--- src/rtl/pipe_ctrl_pkg.sv ---
// pipe_ctrl_pkg
// Shared types and constants for the pipeline sequencing controller:
//   - mws_state_e      : memory-wait FSM state (RUN, MEM_WAIT)
//   - REG_IDX_W        : architectural register index width
//   - MEM_TIMEOUT_DEF  : default watchdog limit, in stall cycles
//   - reg_match()      : "this ID source operand reads register rd" test
package pipe_ctrl_pkg;

    localparam int REG_IDX_W       = 5;
    localparam int MEM_TIMEOUT_DEF = 16;

    typedef enum logic {
        RUN      = 1'b0,
        MEM_WAIT = 1'b1
    } mws_state_e;

    // True when a source operand is actually read and names register rd.
    function automatic logic reg_match(input logic                 used,
                                       input logic [REG_IDX_W-1:0] rs,
                                       input logic [REG_IDX_W-1:0] rd);
        return used && (rs == rd);
    endfunction

endpackage

--- src/rtl/mem_wait_fsm.sv ---
// mem_wait_fsm
// Tracks outstanding data-memory accesses that did not complete in their
// first cycle, and releases the pipeline either on dmem_ready or when the
// watchdog limit is reached.
//
// Ports:
//   clk, reset_n     : clock, synchronous active-low reset
//   mem_access_ma    : MA instruction is a load/store
//   dmem_ready       : data memory completes the access this cycle
//   dmem_req         : request to data memory (0 while in reset)
//   mem_timeout      : one-cycle pulse on a watchdog (not ready) release
//   wait_release     : MEM_WAIT ends this cycle (ready or watchdog)
//   state_dbg        : current FSM state, also used by the top-level mux
module mem_wait_fsm
    import pipe_ctrl_pkg::*;
#(
    parameter int MEM_TIMEOUT = MEM_TIMEOUT_DEF
) (
    input  logic       clk,
    input  logic       reset_n,
    input  logic       mem_access_ma,
    input  logic       dmem_ready,
    output logic       dmem_req,
    output logic       mem_timeout,
    output logic       wait_release,
    output mws_state_e state_dbg
);

    localparam int              CNT_W    = $clog2(MEM_TIMEOUT);
    localparam logic [CNT_W-1:0] CNT_LAST = CNT_W'(MEM_TIMEOUT - 1);

    mws_state_e       state_q, state_d;
    logic [CNT_W-1:0] cnt_q, cnt_d;
    logic             cnt_at_limit;

    // The detecting RUN cycle plus MEM_WAIT cycles with counter
    // 0..MEM_TIMEOUT-2 are stalls; counter == MEM_TIMEOUT-1 is the forced
    // release, giving MEM_TIMEOUT stall cycles in the worst case.
    assign cnt_at_limit = (cnt_q == CNT_LAST);
    assign wait_release = (state_q == MEM_WAIT) && (dmem_ready || cnt_at_limit);
    assign state_dbg    = state_q;

    // State register
    always_ff @(posedge clk) begin
        if (!reset_n) begin
            state_q <= RUN;
            cnt_q   <= '0;
        end else begin
            state_q <= state_d;
            cnt_q   <= cnt_d;
        end
    end

    // Next-state logic; release always clears the counter, so it never wraps
    always_comb begin
        state_d = state_q;
        cnt_d   = cnt_q;
        case (state_q)
            RUN: begin
                if (mem_access_ma && !dmem_ready) begin
                    state_d = MEM_WAIT;
                    cnt_d   = '0;
                end
            end
            MEM_WAIT: begin
                if (wait_release) begin
                    state_d = RUN;
                    cnt_d   = '0;
                end else begin
                    cnt_d = cnt_q + CNT_W'(1);
                end
            end
            default: begin
                state_d = RUN;
                cnt_d   = '0;
            end
        endcase
    end

    // Outputs; reset abandons any access immediately
    always_comb begin
        dmem_req    = 1'b0;
        mem_timeout = 1'b0;
        if (reset_n) begin
            dmem_req    = (state_q == MEM_WAIT) || mem_access_ma;
            mem_timeout = (state_q == MEM_WAIT) && !dmem_ready && cnt_at_limit;
        end
    end

endmodule

--- src/rtl/pipe_ctrl.sv ---
// pipe_ctrl
// Pipeline sequencing controller for the five-stage RV32I core. Handles the
// hazards the EX forwarding unit cannot: load-use stalls, taken-branch
// flushes and multi-cycle data-memory waits (with watchdog).
//
// Priority: memory stall > branch flush > load-use > run.
//
// Ports:
//   clk, reset_n                      : clock, synchronous active-low reset
//   rs1_id, rs2_id, rs*_used_id       : source operands of the ID instruction
//   rd_ex, memread_ex                 : destination / load flag of EX instr
//   branch_taken_ex                   : EX resolved a taken branch/jump
//   mem_access_ma, dmem_ready         : MA memory access and completion
//   dmem_req                          : data-memory request
//   pc_en, ifid_en, idex_en,
//   exma_en, mawb_en                  : PC and pipeline-register enables
//   ifid_flush, idex_flush            : load NOP into register on next edge
//   mem_timeout                       : pulse on watchdog release
//   stall_cnt, flush_cnt              : perf counters (PIPE_CTRL_PERF_EN only)
//
// Build option: define PIPE_CTRL_PERF_EN to add the stall_cnt/flush_cnt
// performance counters. Control behaviour is identical either way.
module pipe_ctrl
    import pipe_ctrl_pkg::*;
#(
    parameter int MEM_TIMEOUT = MEM_TIMEOUT_DEF
) (
    input  logic                 clk,
    input  logic                 reset_n,
    input  logic [REG_IDX_W-1:0] rs1_id,
    input  logic [REG_IDX_W-1:0] rs2_id,
    input  logic                 rs1_used_id,
    input  logic                 rs2_used_id,
    input  logic [REG_IDX_W-1:0] rd_ex,
    input  logic                 memread_ex,
    input  logic                 branch_taken_ex,
    input  logic                 mem_access_ma,
    input  logic                 dmem_ready,
    output logic                 dmem_req,
    output logic                 pc_en,
    output logic                 ifid_en,
    output logic                 idex_en,
    output logic                 exma_en,
    output logic                 mawb_en,
    output logic                 ifid_flush,
    output logic                 idex_flush,
    output logic                 mem_timeout
`ifdef PIPE_CTRL_PERF_EN
    ,
    output logic [31:0]          stall_cnt,
    output logic [31:0]          flush_cnt
`endif
);

    mws_state_e fsm_state;
    logic       wait_release;
    logic       load_use;
    logic       mem_stall;
    logic       branch_flush;

    mem_wait_fsm #(
        .MEM_TIMEOUT (MEM_TIMEOUT)
    ) u_fsm (
        .clk          (clk),
        .reset_n      (reset_n),
        .mem_access_ma(mem_access_ma),
        .dmem_ready   (dmem_ready),
        .dmem_req     (dmem_req),
        .mem_timeout  (mem_timeout),
        .wait_release (wait_release),
        .state_dbg    (fsm_state)
    );

    // x0 is hardwired to zero, so a load targeting it never creates a hazard.
    assign load_use = memread_ex && (rd_ex != '0) &&
                      (reg_match(rs1_used_id, rs1_id, rd_ex) ||
                       reg_match(rs2_used_id, rs2_id, rd_ex));

    // RUN stalls on a miss-in-first-cycle; MEM_WAIT stalls until release.
    // The release cycle is not a stall, so branch and load-use still apply.
    assign mem_stall = (fsm_state == RUN) ? (mem_access_ma && !dmem_ready)
                                          : !wait_release;

    assign branch_flush = reset_n && !mem_stall && branch_taken_ex;

    always_comb begin
        pc_en      = 1'b1;
        ifid_en    = 1'b1;
        idex_en    = 1'b1;
        exma_en    = 1'b1;
        mawb_en    = 1'b1;
        ifid_flush = 1'b0;
        idex_flush = 1'b0;
        if (!reset_n) begin
            pc_en      = 1'b0;
            ifid_en    = 1'b0;
            idex_en    = 1'b0;
            exma_en    = 1'b0;
            mawb_en    = 1'b0;
            ifid_flush = 1'b1;
            idex_flush = 1'b1;
        end else if (mem_stall) begin
            pc_en   = 1'b0;
            ifid_en = 1'b0;
            idex_en = 1'b0;
            exma_en = 1'b0;
            mawb_en = 1'b0;
        end else if (branch_taken_ex) begin
            // ID holds a wrong-path instruction, so any load-use is moot.
            ifid_flush = 1'b1;
            idex_flush = 1'b1;
        end else if (load_use) begin
            // Hold PC and IF/ID, inject one bubble into EX.
            pc_en      = 1'b0;
            ifid_en    = 1'b0;
            idex_flush = 1'b1;
        end
    end

`ifdef PIPE_CTRL_PERF_EN
    always_ff @(posedge clk) begin
        if (!reset_n) begin
            stall_cnt <= '0;
            flush_cnt <= '0;
        end else begin
            if (!pc_en) begin
                stall_cnt <= stall_cnt + 32'd1;
            end
            if (branch_flush) begin
                flush_cnt <= flush_cnt + 32'd1;
            end
        end
    end
`else
    // Without the perf counters the flush indication has no consumer.
    logic unused_branch_flush;
    assign unused_branch_flush = branch_flush;
`endif

endmodule
--- config.mk ---
export PLATFORM = sky130hd
export DESIGN_NAME = pipe_ctrl
export DESIGN_NICKNAME = d
export VERILOG_FILES = /design/src/rtl/pipe_ctrl_pkg.sv /design/src/rtl/mem_wait_fsm.sv /design/src/rtl/pipe_ctrl.sv
export SDC_FILE = /design/constraint.sdc
export NUM_CORES = 1
export LEC_CHECK = 0
export CAP_MARGIN = 15
export CORE_MARGIN = 3
export CORE_UTILIZATION = 30
export CTS_CLUSTER_SIZE = 40
export DETAILED_ROUTE_END_ITERATION = 10
export PLACE_DENSITY = 0.8
export SYNTH_ARGS = -nofsm -noshare
export SYNTH_HDL_FRONTEND = slang
export SYNTH_SLANG_ARGS = --single-unit
--- constraint.sdc ---
create_clock -name clk -period 1.6 [get_ports clk]
set_input_delay 0.16 -clock clk [delete_from_list [all_inputs] [get_ports clk]]
set_output_delay 0.16 -clock clk [all_outputs]
set_load 0.02 [all_outputs]
### After elaboration in Yosys (flattened, before gate mapping)

Cells that the tools add are included.

| cells by class | value |
|---|---|
| shift operators | 0 |
| multiply operators | 0 |
| order comparisons | 0 |
| bitwise logic cells | 1 |
| muxes and demuxes | 22 |
| add/sub/neg operators | 1 |
| eq/ne operators | 4 |
| reduce and logical (&&, ||, !) cells | 14 |
| divide/modulo/power cells | 0 |

Operator list:

| cell | count |
|---|---|
| two-way mux 1 bit | 18 |
| == test 5 bit | 2 |
| logical AND 1 bit | 8 |
| two-way mux 4 bit | 2 |
| case mux 4 bit (2 select lines) | 1 |
| nonzero test 5 bit | 1 |
| adder 4 x 1 -> 4 bit, second input constant | 1 |
| == test 4 bit, second input constant | 1 |
| logical OR 1 bit | 3 |
| logical NOT 1 bit | 2 |
| inequality test 2 x 1 -> 1 bit, second input constant | 1 |
| case mux 1 bit (2 select lines) | 1 |
| NOT 1 bit | 1 |

| storage, ports and cells | value |
|---|---|
| logic and storage cells | 44 |
| ROM bits | 0 |
| bits of input ports | 23 |
| RAM bits | 0 |
| latch bits | 0 |
| memories | 0 |
| register bits after elaboration | 5 |
| output and inout port bits | 9 |

### Logic depth before layout (Yosys ltp)

| depth | value |
|---|---|
| word-level depth | 8 |
| mapped depth | 6 |
| mapped depth without buffers | 5 |

### Hierarchy

Synthesis repeated with hierarchy kept, for this count alone.

| second synthesis, totals | value |
|---|---|
| cells, all modules | 55 |
| area total of the unflattened synthesis | 484.2 um^2 |

Modules (own cells, without submodules):

| module | sequential area each (um^2) | instances | cells an instance | area an instance (um^2) |
|---|---|---|---|---|
| mem_wait_fsm | 100.1 | 1 | 27 | 265.3 |
| pipe_ctrl | 0.0 | 1 | 28 | 219.0 |

### Worst setup path before layout

Ideal clock, no wire load.

| timing path | value |
|---|---|
| kind | reg2out |
| start | register u_fsm.cnt_q[0] |
| end | output port pc_en |
| buffers on the path | 1 |
| stages on the path, launching flop included | 7 |
| path slack | -246 ps |
| data arrival time | 1686 ps |
| cell sequence | dfxtp_1 > ha_1 > and3_1 > a211o_1 > and2_1 > o31a_1 > buf_4 |

| on the way | value |
|---|---|
| longest elaborated chain between the ends | 7 |

Ends and longest elaborated chain:

| element | RTL line | RTL |
|---|---|---|
| start, declared | mem_wait_fsm.sv:33 | `logic [CNT_W-1:0] cnt_q, cnt_d;` |
| start signal, assigned | mem_wait_fsm.sv:50 | `cnt_q <= cnt_d;` |
| == test 4 bit | mem_wait_fsm.sv:39 | `assign cnt_at_limit = (cnt_q == CNT_LAST);` |
| logical OR 1 bit | mem_wait_fsm.sv:40 | `assign wait_release = (state_q == MEM_WAIT) && (dmem_ready \|\| cnt_at_limit);` |
| logical AND 1 bit | mem_wait_fsm.sv:40 |  |
| logical NOT 1 bit | pipe_ctrl.sv:82 | `: !wait_release;` |
| two-way mux 1 bit | pipe_ctrl.sv:81 | `assign mem_stall = (fsm_state == RUN) ? (mem_access_ma && !dmem_ready)` |
| two-way mux 1 bit (2 in series) | n/a |  |
| end, declared | pipe_ctrl.sv:40 | `output logic pc_en,` |

Every way passes these cells.

### Worst setup path after layout

| timing path | value |
|---|---|
| start | register u_fsm.cnt_q[1] |
| end | output port ifid_en |

| on the way | value |
|---|---|
| longest elaborated chain between the ends | 7 |

Ends and longest elaborated chain:

| element | RTL line | RTL |
|---|---|---|
| == test 4 bit | mem_wait_fsm.sv:39 |  |
| logical OR 1 bit | mem_wait_fsm.sv:40 |  |
| logical AND 1 bit | mem_wait_fsm.sv:40 |  |
| logical NOT 1 bit | pipe_ctrl.sv:82 |  |
| two-way mux 1 bit | pipe_ctrl.sv:81 |  |
| two-way mux 1 bit | pipe_ctrl.sv:102 | `end else if (mem_stall) begin` |
| two-way mux 1 bit | pipe_ctrl.sv:94 | `if (!reset_n) begin` |
| end, declared | pipe_ctrl.sv:41 | `output logic ifid_en,` |

Every way passes these cells.

==> flow_metrics.py <==
metrics = {
    "outcome": {
        "status": "finished with violations",
        "violations": "negative setup slack",
    },
    "sta": {
        "slew_violations": 0,
        "hold_viol": 0,
        "min_period_over_period_pct": 110,
        "max-slew-margin-rel_pct": 78.5,
        "period_minus_slack_ns": 1.75,
        "rsz0062_at_grt": "true",
        "fin_skew_ns": 0.00253,
        "finalWorstSetupSlack_ns": -0.154,
        "worstMarginPinSlew_ns": 0.323,
        "fmax_ghz": 0.570,
        "setup_viol": 7,
        "fin_setup_tns_ns": -0.881,
    },
    "worst_setup_path": {
        "cp_slowest_cell": "dfxtp_2",
        "cp-start-kind": "register",
        "worstSetupPathType": "register to output port",
        "slowest_delay_ns": 0.33,
        "crit_chain": "ha_4, and3_4, a211o_1, and2_4, o31a_1, buf_6",
        "crit_family": "compound AO/OA/AOI/OAI gates",
        "required_ns": 1.44,
        "path_buf_inv": 1,
        "critPathMaxFanout": 3,
        "crit_path_end_kind": "output port",
        "crit_arrival_ns": 1.59,
    },
    "worst_hold_path": {
        "hold_path.class": "register to register",
    },
    "synthesis": {
        "synth_edf_count": 0,
        "synth_nets": 81,
        "synth_mux_area_share_pct": 0,
        "syn_inst": 57,
        "synth_compound_area_share_pct": 21.6,
        "syn_area_per_cell_sq_um": 8.12,
        "ys_types": 30,
        "syn_area_sq_um": 463,
        "ys_seq_area_share_pct": 21.6,
        "synth_top_family_by_area": "simple AND/OR/NAND/NOR gates",
        "synth_seq_cells": 5,
        "synthArstFlopShare_pct": 0,
        "synth_adder_area_share_pct": 2.70,
        "yosysWarnings": 0,
        "yosys.area_share.simple_pct": 28.6,
        "synth_xor_area_share_pct": 18.9,
        "synth-main-ff-cell": "dfxtp_1",
    },
    "cells_and_area": {
        "final_util_pct": 66.7,
        "drive_gt1_share_pct": 33.3,
        "fillers": 135,
        "synthToLayoutAreaGrowth_pct": 96.8,
        "num_antenna_cells": 0,
        "nets": 127,
        "fin_area_sq_um": 911,
    },
    "power_and_ir_drop": {
        "power_frac_clock_pct": 32.0,
        "power_switching_mw": 0.131,
        "seq_power_share_pct": 28.5,
        "power_switching_share_pct": 28.8,
        "pwr_density_cell_mw_per_mm2": 499,
        "p_int_mw": 0.324,
        "combPwrFrac_pct": 39.6,
        "p_leak_nw": 0.408,
        "ir_drop_mv": 0.272,
    },
    "cts": {
        "postCtsHoldBufs": 0,
        "clock_latency_ns": 0.24,
        "clock_tree.root_cell": "clkbuf_4",
        "tritoncts": "built",
        "ctsLongestPathBuffers": 2,
        "clk_pin_slew_ns": 0.04,
        "clock-sinks": 5,
        "numCtsBuffers": 3,
        "cts_max_level": 1,
    },
    "detailed_routing": {
        "ant_nets": 0,
        "viasPerCell": 4.79,
        "drcViolationCount": 0,
        "wl_microns": 1370,
        "wl_per_cell_microns": 11.7,
        "drtIter0Drc": 3,
        "via_count": 560,
        "drt-pass1-iter-count": 2,
    },
    "placed_design": {
        "placedInstanceArea_sq_um": 875,
        "port_buffers": 31,
        "dp_hpwl_microns": 1120,
        "gp_congestion": 0.761,
    },
    "floorplan": {
        "die_y_microns": 45.3,
        "core_sq_mm": 0.00137,
        "dieArea_sq_mm": 0.00205,
        "rows": 13,
        "ios": 32,
        "start_util_pct": 33.9,
        "die_w_microns": 45.3,
    },
    "job": {
        "drv_cap": 0,
    },
    "global_route": {
        "grt_pass1_vias": 566,
        "grt.total_usage_pct": 14.5,
        "grt_max_degree": 10,
        "grt_overflow": 0,
        "grt_pass1_wl_microns": 2170,
        "antenna_found_initial": 0,
    },
}
-- cells in the mapped netlist (all sizes together), types with 2 or more instances --
| cell | instances | area [sq um] |
|---|---|---|
| a21oi | 2 | 10.0 |
| and2 | 3 | 18.8 |
| and3 | 2 | 12.5 |
| buf | 3 | 22.5 |
| dfxtp | 5 | 100 |
| inv | 2 | 7.51 |
| nand2 | 3 | 11.3 |
| nor2 | 4 | 15.0 |
| nor2b | 4 | 25.0 |
| nor4 | 2 | 18.8 |
| o21ai | 3 | 18.8 |
| xnor2 | 2 | 17.5 |
| xor2 | 8 | 70.1 |
-- power groups by stage --
stage	sequential, mW	clock [mW]	combinational (mW)
finish	0.129	0.145	0.180
global route	0.129	0.162	0.194
CTS	0.129	0.151	0.169
detailed placement	0.131	0	0.182
global placement	0.131	0	0.179
floorplan	0.132	0	0.0771
-- path summary, 6_finish.rpt --
kind                                      from             end  slack (ns)  depth (start not counted)
worst min register to register  u_fsm.cnt_q[3]  u_fsm.cnt_q[3]        0.48                          1
worst max-delay path            u_fsm.cnt_q[1]         ifid_en       -0.15                          6
worst min-delay path            u_fsm.cnt_q[3]  u_fsm.cnt_q[3]        0.48                          1
worst max register to register  u_fsm.cnt_q[1]  u_fsm.cnt_q[3]        0.38                          6
-- through the flow --
stage / total power, mW / hold WS, ns / setup WS [ns] / std cells
floorplan: 0.209 / 0.282 / 0.00317 / 57
global placement: 0.310 / 0.453 / -0.707 / 111
detailed placement: 0.313 / 0.464 / -0.789 / 111
CTS: 0.449 / 0.470 / -0.158 / 115
global route: 0.485 / 0.505 / -0.229 / 117
finish: 0.455 / 0.476 / -0.154 / 117
-- worst reg2reg max path, delay by kind of cell, from the launching register on --
family          cells  cell delay, ns
buf+inv             1            0.13
flops               1            0.33
compound gates      1            0.15
simple gates        3            0.38
fa+ha+maj           1            0.15
-- cell families (layout without fill, tap and decap cells) --
logic type | after synthesis | in the layout
fa+ha+maj | 1 | 1
flops | 5 | 5
buf+inv | 5 | 50
xor+xnor | 10 | 10
simple gates | 23 | 23
compound gates | 13 | 13
-- registers in the layout (all words and copies together), names as in the netlist --
signal           flops
u_fsm.cnt_q          4
u_fsm.state_dbg      1
-- layout make-up --
cell class	count	area, sq um	area share (%)
Multi-Input combinational cell	47	369	40.5
Sequential cell	5	103	11.3
Tap cell	15	18.8	2.06
Clock buffer	4	26.3	2.88
Inverter	2	7.51	0.824
Timing Repair Buffer	44	387	42.4
-- cell usage in the layout, fill, tap and decap left out, drive strengths merged --
| master | n |
|---|---|
| inv | 2 |
| dfxtp | 5 |
| buf | 21 |
| a22oi | 1 |
| clkbuf | 4 |
| nand2 | 3 |
| o311ai | 1 |
| and3 | 2 |
| or4 | 1 |
| a32oi | 1 |
| xnor2 | 2 |
| a31oi | 1 |
| a211o | 1 |
| nand3b | 1 |
| nor2 | 4 |
| nand3 | 1 |
| a21boi | 1 |
| nand2b | 1 |
| ha | 1 |
| xor2 | 8 |
| and2 | 3 |
| nor2b | 4 |
| clkdlybuf4s50 | 11 |
| dlygate4sd2 | 12 |
| nor4 | 2 |
| a211oi | 1 |
| o31a | 1 |
| nor3 | 1 |
| a21oi | 2 |
| o21ai | 3 |
-- what timing repair did --
| item | 4_1_cts | 5_1_grt |
|---|---|---|
| gates resized for setup | 52 | 6 |
| setup endpoints to repair | 9 | 7 |
| buffers inserted | 0 | 2 |
| pin swaps | 6 | 0 |
| endpoints found under the hold margin | 0 | 0 |
-- routing by layer --
layer  track usage, %  wire (microns)  up-vias
met5                0               0        -
met4             3.51               0        0
met3             3.98             106        0
met2             29.1             734       26
met1             14.1             525      241
li1                 -               -      293
No activity file was read; power rests on OpenSTA's default activity.
